$ cat config.mk
export PLATFORM = sky130hd
export DESIGN_NAME = mem_access_arbiter_flat
export DESIGN_NICKNAME = d
export VERILOG_FILES = /design/src/rtl/mem_access_arbiter_if.sv /design/src/rtl/mem_access_arbiter.sv /design/src/flat_wrapper.sv
export SDC_FILE = /design/constraint.sdc
export NUM_CORES = 1
export LEC_CHECK = 0
export CORE_MARGIN = 1
export CORE_UTILIZATION = 43
export DETAILED_ROUTE_END_ITERATION = 12
export GPL_TIMING_DRIVEN = 0
export PLACE_DENSITY = 0.91
export SLEW_MARGIN = 20
export SYNTH_ARGS = -nofsm -noshare
export SYNTH_HDL_FRONTEND = slang
export SYNTH_SLANG_ARGS = --single-unit
$ cat constraint.sdc
create_clock -name clk -period 4.4 [get_ports clk]
set_input_delay 0.88 -clock clk [delete_from_list [all_inputs] [get_ports clk]]
set_output_delay 0.88 -clock clk [all_outputs]
set_load 0.05 [all_outputs]
$ cat src/rtl/mem_access_arbiter_if.sv
// Memory-side handshake bundle for the IF/LS memory arbiter.
// master: the arbiter (drives the request), slave: the memory subsystem.
interface mem_access_arbiter_if #(
    parameter int ADDR_WIDTH = 32,
    parameter int DATA_WIDTH = 32
);
    logic                      memReq;
    logic                      memWrite;
    logic [ADDR_WIDTH-1:0]     memAddr;
    logic [DATA_WIDTH-1:0]     memWriteData;
    logic [DATA_WIDTH/8-1:0]   memByteEnable;
    logic                      memAccept;
    logic                      memDone;
    logic [DATA_WIDTH-1:0]     memReadData;

    modport master (
        output memReq, memWrite, memAddr, memWriteData, memByteEnable,
        input  memAccept, memDone, memReadData
    );

    modport slave (
        input  memReq, memWrite, memAddr, memWriteData, memByteEnable,
        output memAccept, memDone, memReadData
    );
endinterface

$ cat src/rtl/mem_access_arbiter.sv
// mem_access_arbiter: shares the single memory port between instruction
// fetch (IF) and load/store (LS), one outstanding transaction at a time.
// LS has strict priority. A fetch that sees a flush while in flight still
// completes on the memory side but its completion is swallowed.
// Optional: define MEM_ARB_STARVATION_GUARD_EN to force an IF grant after
// STARVE_LIMIT (1..7) consecutive LS grants while IF was waiting.
module mem_access_arbiter #(
    parameter int ADDR_WIDTH   = 32,
    parameter int DATA_WIDTH   = 32,
    parameter int STARVE_LIMIT = 4
) (
    input  logic                    clk,
    input  logic                    rst,
    input  logic                    flush,
    input  logic                    ifReq,
    input  logic [ADDR_WIDTH-1:0]   ifAddr,
    output logic                    ifGrant,
    output logic                    ifDone,
    output logic [DATA_WIDTH-1:0]   ifReadData,
    input  logic                    lsReq,
    input  logic                    lsWrite,
    input  logic [ADDR_WIDTH-1:0]   lsAddr,
    input  logic [DATA_WIDTH-1:0]   lsWriteData,
    input  logic [DATA_WIDTH/8-1:0] lsByteEnable,
    output logic                    lsGrant,
    output logic                    lsDone,
    output logic [DATA_WIDTH-1:0]   lsReadData,
    mem_access_arbiter_if.master    mem
);

    typedef enum logic [1:0] {S_IDLE, S_REQ, S_WAIT} state_t;

    state_t                  state_q, state_d;
    logic                    own_if_q;   // 1 = IF owns the transaction, 0 = LS
    logic                    discard_q;  // in-flight fetch was flushed
    logic                    wr_q;
    logic [ADDR_WIDTH-1:0]   addr_q;
    logic [DATA_WIDTH-1:0]   wdata_q;
    logic [DATA_WIDTH/8-1:0] be_q;
    logic                    if_gnt, ls_gnt;
    logic                    force_if;
    logic                    busy;
    logic                    complete;

    assign busy     = (state_q == S_REQ) || (state_q == S_WAIT);
    assign complete = (state_q == S_WAIT) && mem.memDone;

`ifdef MEM_ARB_STARVATION_GUARD_EN
    localparam logic [2:0] STARVE_LIM = 3'(STARVE_LIMIT);
    logic [2:0] starve_cnt_q;

    // Waiting fetch overrides LS priority once it has lost often enough.
    assign force_if = lsReq && ifReq && !flush && (starve_cnt_q >= STARVE_LIM);

    // Count LS grants that a live fetch lost; saturate at 7.
    always_ff @(posedge clk) begin
        if (rst)
            starve_cnt_q <= '0;
        else if (!ifReq || if_gnt)
            starve_cnt_q <= '0;
        else if (ls_gnt && !flush && starve_cnt_q != 3'd7)
            starve_cnt_q <= starve_cnt_q + 3'd1;
    end
`else
    logic unused_starve_limit;
    assign force_if            = 1'b0;
    assign unused_starve_limit = ^STARVE_LIMIT;
`endif

    // State register.
    always_ff @(posedge clk) begin
        if (rst)
            state_q <= S_IDLE;
        else
            state_q <= state_d;
    end

    // Arbitration and next state; grants are combinational in IDLE.
    always_comb begin
        state_d = state_q;
        if_gnt  = 1'b0;
        ls_gnt  = 1'b0;
        case (state_q)
            S_IDLE: begin
                if (!rst) begin
                    if (lsReq && !force_if)
                        ls_gnt = 1'b1;
                    else if (ifReq && !flush)
                        if_gnt = 1'b1;
                end
                if (ls_gnt || if_gnt)
                    state_d = S_REQ;
            end
            S_REQ:   if (mem.memAccept) state_d = S_WAIT;
            S_WAIT:  if (mem.memDone)   state_d = S_IDLE;
            default: state_d = S_IDLE;
        endcase
    end

    assign ifGrant = if_gnt;
    assign lsGrant = ls_gnt;

    // Latch the winning request's fields on the grant edge.
    always_ff @(posedge clk) begin
        if (rst) begin
            own_if_q <= 1'b0;
            wr_q     <= 1'b0;
            addr_q   <= '0;
            wdata_q  <= '0;
            be_q     <= '0;
        end else if (ls_gnt) begin
            own_if_q <= 1'b0;
            wr_q     <= lsWrite;
            addr_q   <= lsAddr;
            wdata_q  <= lsWriteData;
            be_q     <= lsByteEnable;
        end else if (if_gnt) begin
            own_if_q <= 1'b1;
            wr_q     <= 1'b0;
            addr_q   <= ifAddr;
            wdata_q  <= '0;
            be_q     <= '1;
        end
    end

    // Remember a flush that hit an in-flight fetch; cleared at completion.
    always_ff @(posedge clk) begin
        if (rst)
            discard_q <= 1'b0;
        else if (complete)
            discard_q <= 1'b0;
        else if (busy && own_if_q && flush)
            discard_q <= 1'b1;
    end

    // Registered completion pulses; read data holds until the next delivery.
    always_ff @(posedge clk) begin
        if (rst) begin
            ifDone     <= 1'b0;
            lsDone     <= 1'b0;
            ifReadData <= '0;
            lsReadData <= '0;
        end else begin
            ifDone <= 1'b0;
            lsDone <= 1'b0;
            if (complete) begin
                if (!own_if_q) begin
                    lsDone     <= 1'b1;
                    lsReadData <= mem.memReadData;
                end else if (!discard_q && !flush) begin
                    ifDone     <= 1'b1;
                    ifReadData <= mem.memReadData;
                end
            end
        end
    end

    assign mem.memReq        = (state_q == S_REQ);
    assign mem.memWrite      = (state_q == S_REQ) && wr_q;
    assign mem.memAddr       = addr_q;
    assign mem.memWriteData  = wdata_q;
    assign mem.memByteEnable = be_q;

endmodule
$ cat src/flat_wrapper.sv
// flat-port wrapper written by rule: the top's interface ports become plain ports
module mem_access_arbiter_flat 
#(
    parameter int ADDR_WIDTH   = 32,
    parameter int DATA_WIDTH   = 32,
    parameter int STARVE_LIMIT = 4
)
  (clk, rst, flush, ifReq, ifAddr, ifGrant, ifDone, ifReadData, lsReq, lsWrite, lsAddr, lsWriteData, lsByteEnable, lsGrant, lsDone, lsReadData, mem_memReq, mem_memWrite, mem_memAddr, mem_memWriteData, mem_memByteEnable, mem_memAccept, mem_memDone, mem_memReadData);
  mem_access_arbiter_if #(.ADDR_WIDTH(ADDR_WIDTH), .DATA_WIDTH(DATA_WIDTH)) mem_i ();
  input  logic clk;
  input  logic rst;
  input  logic flush;
  input  logic ifReq;
  input  logic [ADDR_WIDTH-1:0] ifAddr;
  output logic ifGrant;
  output logic ifDone;
  output logic [DATA_WIDTH-1:0] ifReadData;
  input  logic lsReq;
  input  logic lsWrite;
  input  logic [ADDR_WIDTH-1:0] lsAddr;
  input  logic [DATA_WIDTH-1:0] lsWriteData;
  input  logic [DATA_WIDTH/8-1:0] lsByteEnable;
  output logic lsGrant;
  output logic lsDone;
  output logic [DATA_WIDTH-1:0] lsReadData;
  output wire logic [$bits(mem_i.memReq)-1:0] mem_memReq;
  output wire logic [$bits(mem_i.memWrite)-1:0] mem_memWrite;
  output wire logic [$bits(mem_i.memAddr)-1:0] mem_memAddr;
  output wire logic [$bits(mem_i.memWriteData)-1:0] mem_memWriteData;
  output wire logic [$bits(mem_i.memByteEnable)-1:0] mem_memByteEnable;
  input wire logic [$bits(mem_i.memAccept)-1:0] mem_memAccept;
  input wire logic [$bits(mem_i.memDone)-1:0] mem_memDone;
  input wire logic [$bits(mem_i.memReadData)-1:0] mem_memReadData;
  assign mem_memReq = mem_i.memReq;
  assign mem_memWrite = mem_i.memWrite;
  assign mem_memAddr = mem_i.memAddr;
  assign mem_memWriteData = mem_i.memWriteData;
  assign mem_memByteEnable = mem_i.memByteEnable;
  assign mem_i.memAccept = mem_memAccept;
  assign mem_i.memDone = mem_memDone;
  assign mem_i.memReadData = mem_memReadData;
  mem_access_arbiter #(.ADDR_WIDTH(ADDR_WIDTH), .DATA_WIDTH(DATA_WIDTH), .STARVE_LIMIT(STARVE_LIMIT)) u_core (.clk(clk), .rst(rst), .flush(flush), .ifReq(ifReq), .ifAddr(ifAddr), .ifGrant(ifGrant), .ifDone(ifDone), .ifReadData(ifReadData), .lsReq(lsReq), .lsWrite(lsWrite), .lsAddr(lsAddr), .lsWriteData(lsWriteData), .lsByteEnable(lsByteEnable), .lsGrant(lsGrant), .lsDone(lsDone), .lsReadData(lsReadData), .mem(mem_i));
endmodule
; ---- Word level (Yosys, flattened, before mapping)
; Cells that the tools add are included.
[classes]
n_eq_ne = 5
mux = 23
bitwise_logic = 2
reduce_logical = 19
[ops]
columns = operator, n
row1 = 2-to-1 mux 32 bit, 4
row2 = 2-to-1 mux 1 bit, 13
row3 = 2-to-1 mux 4 bit, 2
row4 = logical AND 1 bit, 6
row5 = 2-to-1 mux 2 bit, 3
row6 = case mux 2 bit (3 select lines), 1
row7 = AND reduction 3 bit, 2
row8 = OR reduction 2 bit, 3
row9 = "inequality test 2 x 1 -> 1 bit, second input constant", 2
row10 = OR reduction 3 bit, 1
row11 = "equality test 2 x 1 -> 1 bit, second input constant", 1
row12 = "equality test 2 bit, second input constant", 1
row13 = logical NOT 1 bit, 2
row14 = logical NOT 2 bit, 1
row15 = logical OR 1 bit, 2
row16 = "inequality test 2 bit, second input constant", 1
row17 = NOT 1 bit, 2
row18 = AND reduction 2 bit, 1
row19 = nonzero test 2 bit, 1
[word_totals]
reg_bits = 139
input_bits = 140
output_inout_bits = 138
wordCells = 60

; ---- Logic depth before layout (Yosys ltp)
; Gate-level depths: netlist of run 1.
[depth]
word_depth = 9
ltp_mapped = 7
depth_no_buf = 5

; ---- Least setup slack after synthesis of run 1
; Ideal clock, no wire load.
[synth_timing]
path_kind = input-to-output
from = input port ifReq
to = output port ifGrant
arrival_time_ps = 2785
required_ps = 3520
setup_slack_ps = 735
path_stages = 2
n_path_buf = 0
cell_sequence = nor2b_4 -> nor4b_1
[synth_via]
elab_chain_cells = 6
[synth_lines]
columns = item, line
row1 = from (decl), flat_wrapper.sv:13  ; input logic ifReq;
row2 = logical AND 1 bit, mem_access_arbiter.sv:88  ; else if (ifReq && !flush)
row3 = 2-to-1 mux 1 bit, mem_access_arbiter.sv:88
row4 = 2-to-1 mux 1 bit, mem_access_arbiter.sv:86  ; if (lsReq && !force_if)
row5 = 2-to-1 mux 1 bit, mem_access_arbiter.sv:85  ; if (!rst) begin
row6 = 2-to-1 mux 1 bit (2 in a row), mem_access_arbiter.sv:83  ; case (state_q)
row7 = to (decl), flat_wrapper.sv:15  ; output logic ifGrant;
; No other way between the ends. The select of a mux whose other input is x is not followed.

; ---- Final worst setup path of run 1
[layout_timing]
from = input port flush
to = output port ifGrant
[layout_via]
elab_chain_cells = 7
[layout_lines]
columns = item, line
row1 = from (decl), flat_wrapper.sv:12  ; input logic flush;
row2 = logical NOT 1 bit, mem_access_arbiter.sv:88
row3 = logical AND 1 bit, mem_access_arbiter.sv:88
row4 = 2-to-1 mux 1 bit, mem_access_arbiter.sv:88
row5 = 2-to-1 mux 1 bit, mem_access_arbiter.sv:86
row6 = 2-to-1 mux 1 bit, mem_access_arbiter.sv:85
row7 = 2-to-1 mux 1 bit (2 in a row), mem_access_arbiter.sv:83
; No other way between the ends. The select of a mux whose other input is x is not followed.

==> flow_summary.ini, run 1 <==
[synth]
ys_top_cells_by_area = dfxtp_1, mux2i_1, nand2_1, a32o_1, a21oi_1
async_flop_share_pct = 0
avgSynthCellArea_sq_um = 10.0
yosys_warnings = 0
synth_top_area_share_pct = 50.5
yosys.cell_count.top_type = nand2_1
syn_inst = 551
synthDistinctLibCells = 33
ys.flop_type = dfxtp_1
synth_edf_count = 0
synth_top_area_cell = dfxtp_1
yosys-top-cells-count = nand2_1, dfxtp_1, mux2i_1
synth_area_sq_um = 5510
ys_ff_latch = 139
syn-num-nets = 695
ys_seq_area_share_pct = 50.5

[finish]
antennaDiodeCount = 0
n_fill_cell = 847
final_nets = 989
area_growth_pct = 64.9
layout-drive-gt1-share_pct = 8.86
final_util_pct = 74.1

[clock_network]
path_clk_slew_ns = 0.06
cts_tree = done
insertion_delay_ns = 0.42
cts-root-buf = clkbuf_16
cts.sinks = 139
htreeDepth = 4
hold_buffers = 0
post-cts-setup-buffers = 0
cts_made_buffers = 17
cts-resized-gates = 0
cts_buffer_depth = 2

[global_route]
grt_pass1_vias = 5331
grt_overflow = 0
grt_max_degree = 17
grtUsageTotal_pct = 27.0
antenna_found_initial = 0
grt_pass1_wl_microns = 26900

[sta]
slew-limit-headroom_pct = 59.0
slew_violations = 0
post-route-min-period_ns = 3.86
rsz0062_at_grt = false
tns_ns = 0
hold_viol_final = 0
post-route-period-util_pct = 87.8
fmax_mhz = 259
clock-skew-final_ns = 0.00400
setup_viol = 0
fin_worst_hold_slack_ns = 0.452
tightest_slew_ns = 0.613

[floorplanning]
ios = 278
initial_utilization_pct = 44.9
die_w_microns = 115
dieHeight_microns = 115
num_rows = 40
core_sq_um = 12300
dieArea_sq_um = 13300

[routing]
via_per_inst = 5.03
routed_wl_microns = 17700
wire_per_inst_microns = 17.2
drc = 0
vias = 5163
first_pass_iters = 4
ant_nets = 0
drt_iter0_markers = 357

[run]
maxCapViolCount = 0

[setup_path]
critPathKind = in2out
critPathLaunchType = primary input
critical_path_arrival_ns = 2.98
cp-end-kind = primary output
critPathMaxFanout = 5
cp.required_ns = 3.52

[pwr]
ir_worst_vdd_mv = 0.351
p_per_area_nw_per_um2 = 428
leakagePower_nw = 3.61

[status]
status = finished clean

[min_path]
hp-class = reg2reg

[place]
hpwl_microns = 13000
place_congestion = 0.816
io_buffers = 275
-- registers in the layout (all words and copies together), names as in the netlist, 2 cells and up --
signal                    cells
u_core.mem.memByteEnable      4
u_core.ifReadData            32
u_core.state_q                2
u_core.mem.memWriteData      32
u_core.mem.memAddr           32
u_core.lsReadData            32
-- power breakdown --
part	internal, mW	switching [mW]
Sequential	1.36	0.0512
Combinational	0.398	0.593
Clock	0.902	0.586
Total	2.66	1.23
-- worst max-delay path, stage by stage --
cell and delay, ns:
clkdlybuf4s50_1 0.54, nor2b_4 0.27, nor4b_1 0.39, clkdlybuf4s50_1 0.91
-- final cells by class --
class,count,area [sq um],share of cell area [%]
Timing Repair Buffer,275,2750,30.3
Sequential cell,139,2780,30.6
Inverter,13,48.8,0.537
Clock buffer,17,425,4.68
Multi-Input combinational cell,354,2340,25.8
Buffer,45,333,3.66
Clock inverter,15,189,2.08
Tap cell,168,210,2.31
-- path summary, 6_finish.rpt --
path | cells after the start | end | slack, ns | startpoint
hold reg to reg | 2 | u_core.lsReadData[23] | 0.45 | u_core.lsReadData[23]
setup / recovery | 4 | ifGrant | 0.54 | flush
hold / removal | 2 | u_core.lsReadData[23] | 0.45 | u_core.lsReadData[23]
setup reg to reg | 6 | u_core.mem.memWriteData[19] | 2.68 | u_core.state_q[0]
-- layer usage --
metal | vias up | track usage (%) | wire length, microns
met5 | - | 0 | 0
met4 | 0 | 15.8 | 744
met3 | 48 | 9.44 | 1380
met1 | 2406 | 28.0 | 6580
li1 | 2490 | - | -
met2 | 219 | 47.4 | 8950
-- cell usage in the layout (no fill, tap or decap), types with 8 or more instances in the layout --
| cell type | count |
|---|---|
| a21oi_1 | 32 |
| a32o_1 | 33 |
| buf_2 | 20 |
| buf_6 | 8 |
| clkbuf_16 | 17 |
| clkdlybuf4s50_1 | 275 |
| dfxtp_1 | 139 |
| inv_1 | 12 |
| mux2i_1 | 97 |
| nand2_1 | 162 |
-- cell families (layout without fill, tap and decap cells) --
kind of cell | count (synthesis) | in the layout | synth area share [%]
adder cells (fa/ha/maj) | 4 | 4 | 0.909
AND/OR/NAND/NOR | 175 | 175 | 12.9
flip-flops | 139 | 139 | 50.5
AO/OA/AOI/OAI | 78 | 78 | 11.1
multiplexers | 97 | 97 | 17.6
buffers and inverters | 58 | 365 | 6.93
-- stage by stage --
step                power, mW  cell area, sq um  instances  setup WS, ns
finish                   3.89              9090       1026         0.539
floorplan                2.02              5510        551         0.735
CTS                      3.91              9090       1026         0.559
global route             4.01              9090       1026         0.433
global placement         2.40              8470        994         0.573
detailed placement       2.42              8470        994         0.575
Power figures use the tool's default switching activity.
==> run 2: changes to the inputs <==
--- a/config.mk
+++ b/config.mk
@@ -5,6 +5,7 @@
 export SDC_FILE = /design/constraint.sdc
 export NUM_CORES = 1
 export LEC_CHECK = 0
+export CAP_MARGIN = 25
 export CORE_MARGIN = 1
 export CORE_UTILIZATION = 43
 export DETAILED_ROUTE_END_ITERATION = 12
==> results of run 2 <==
Final layout, timing and power as in run 1 (identical DEF).
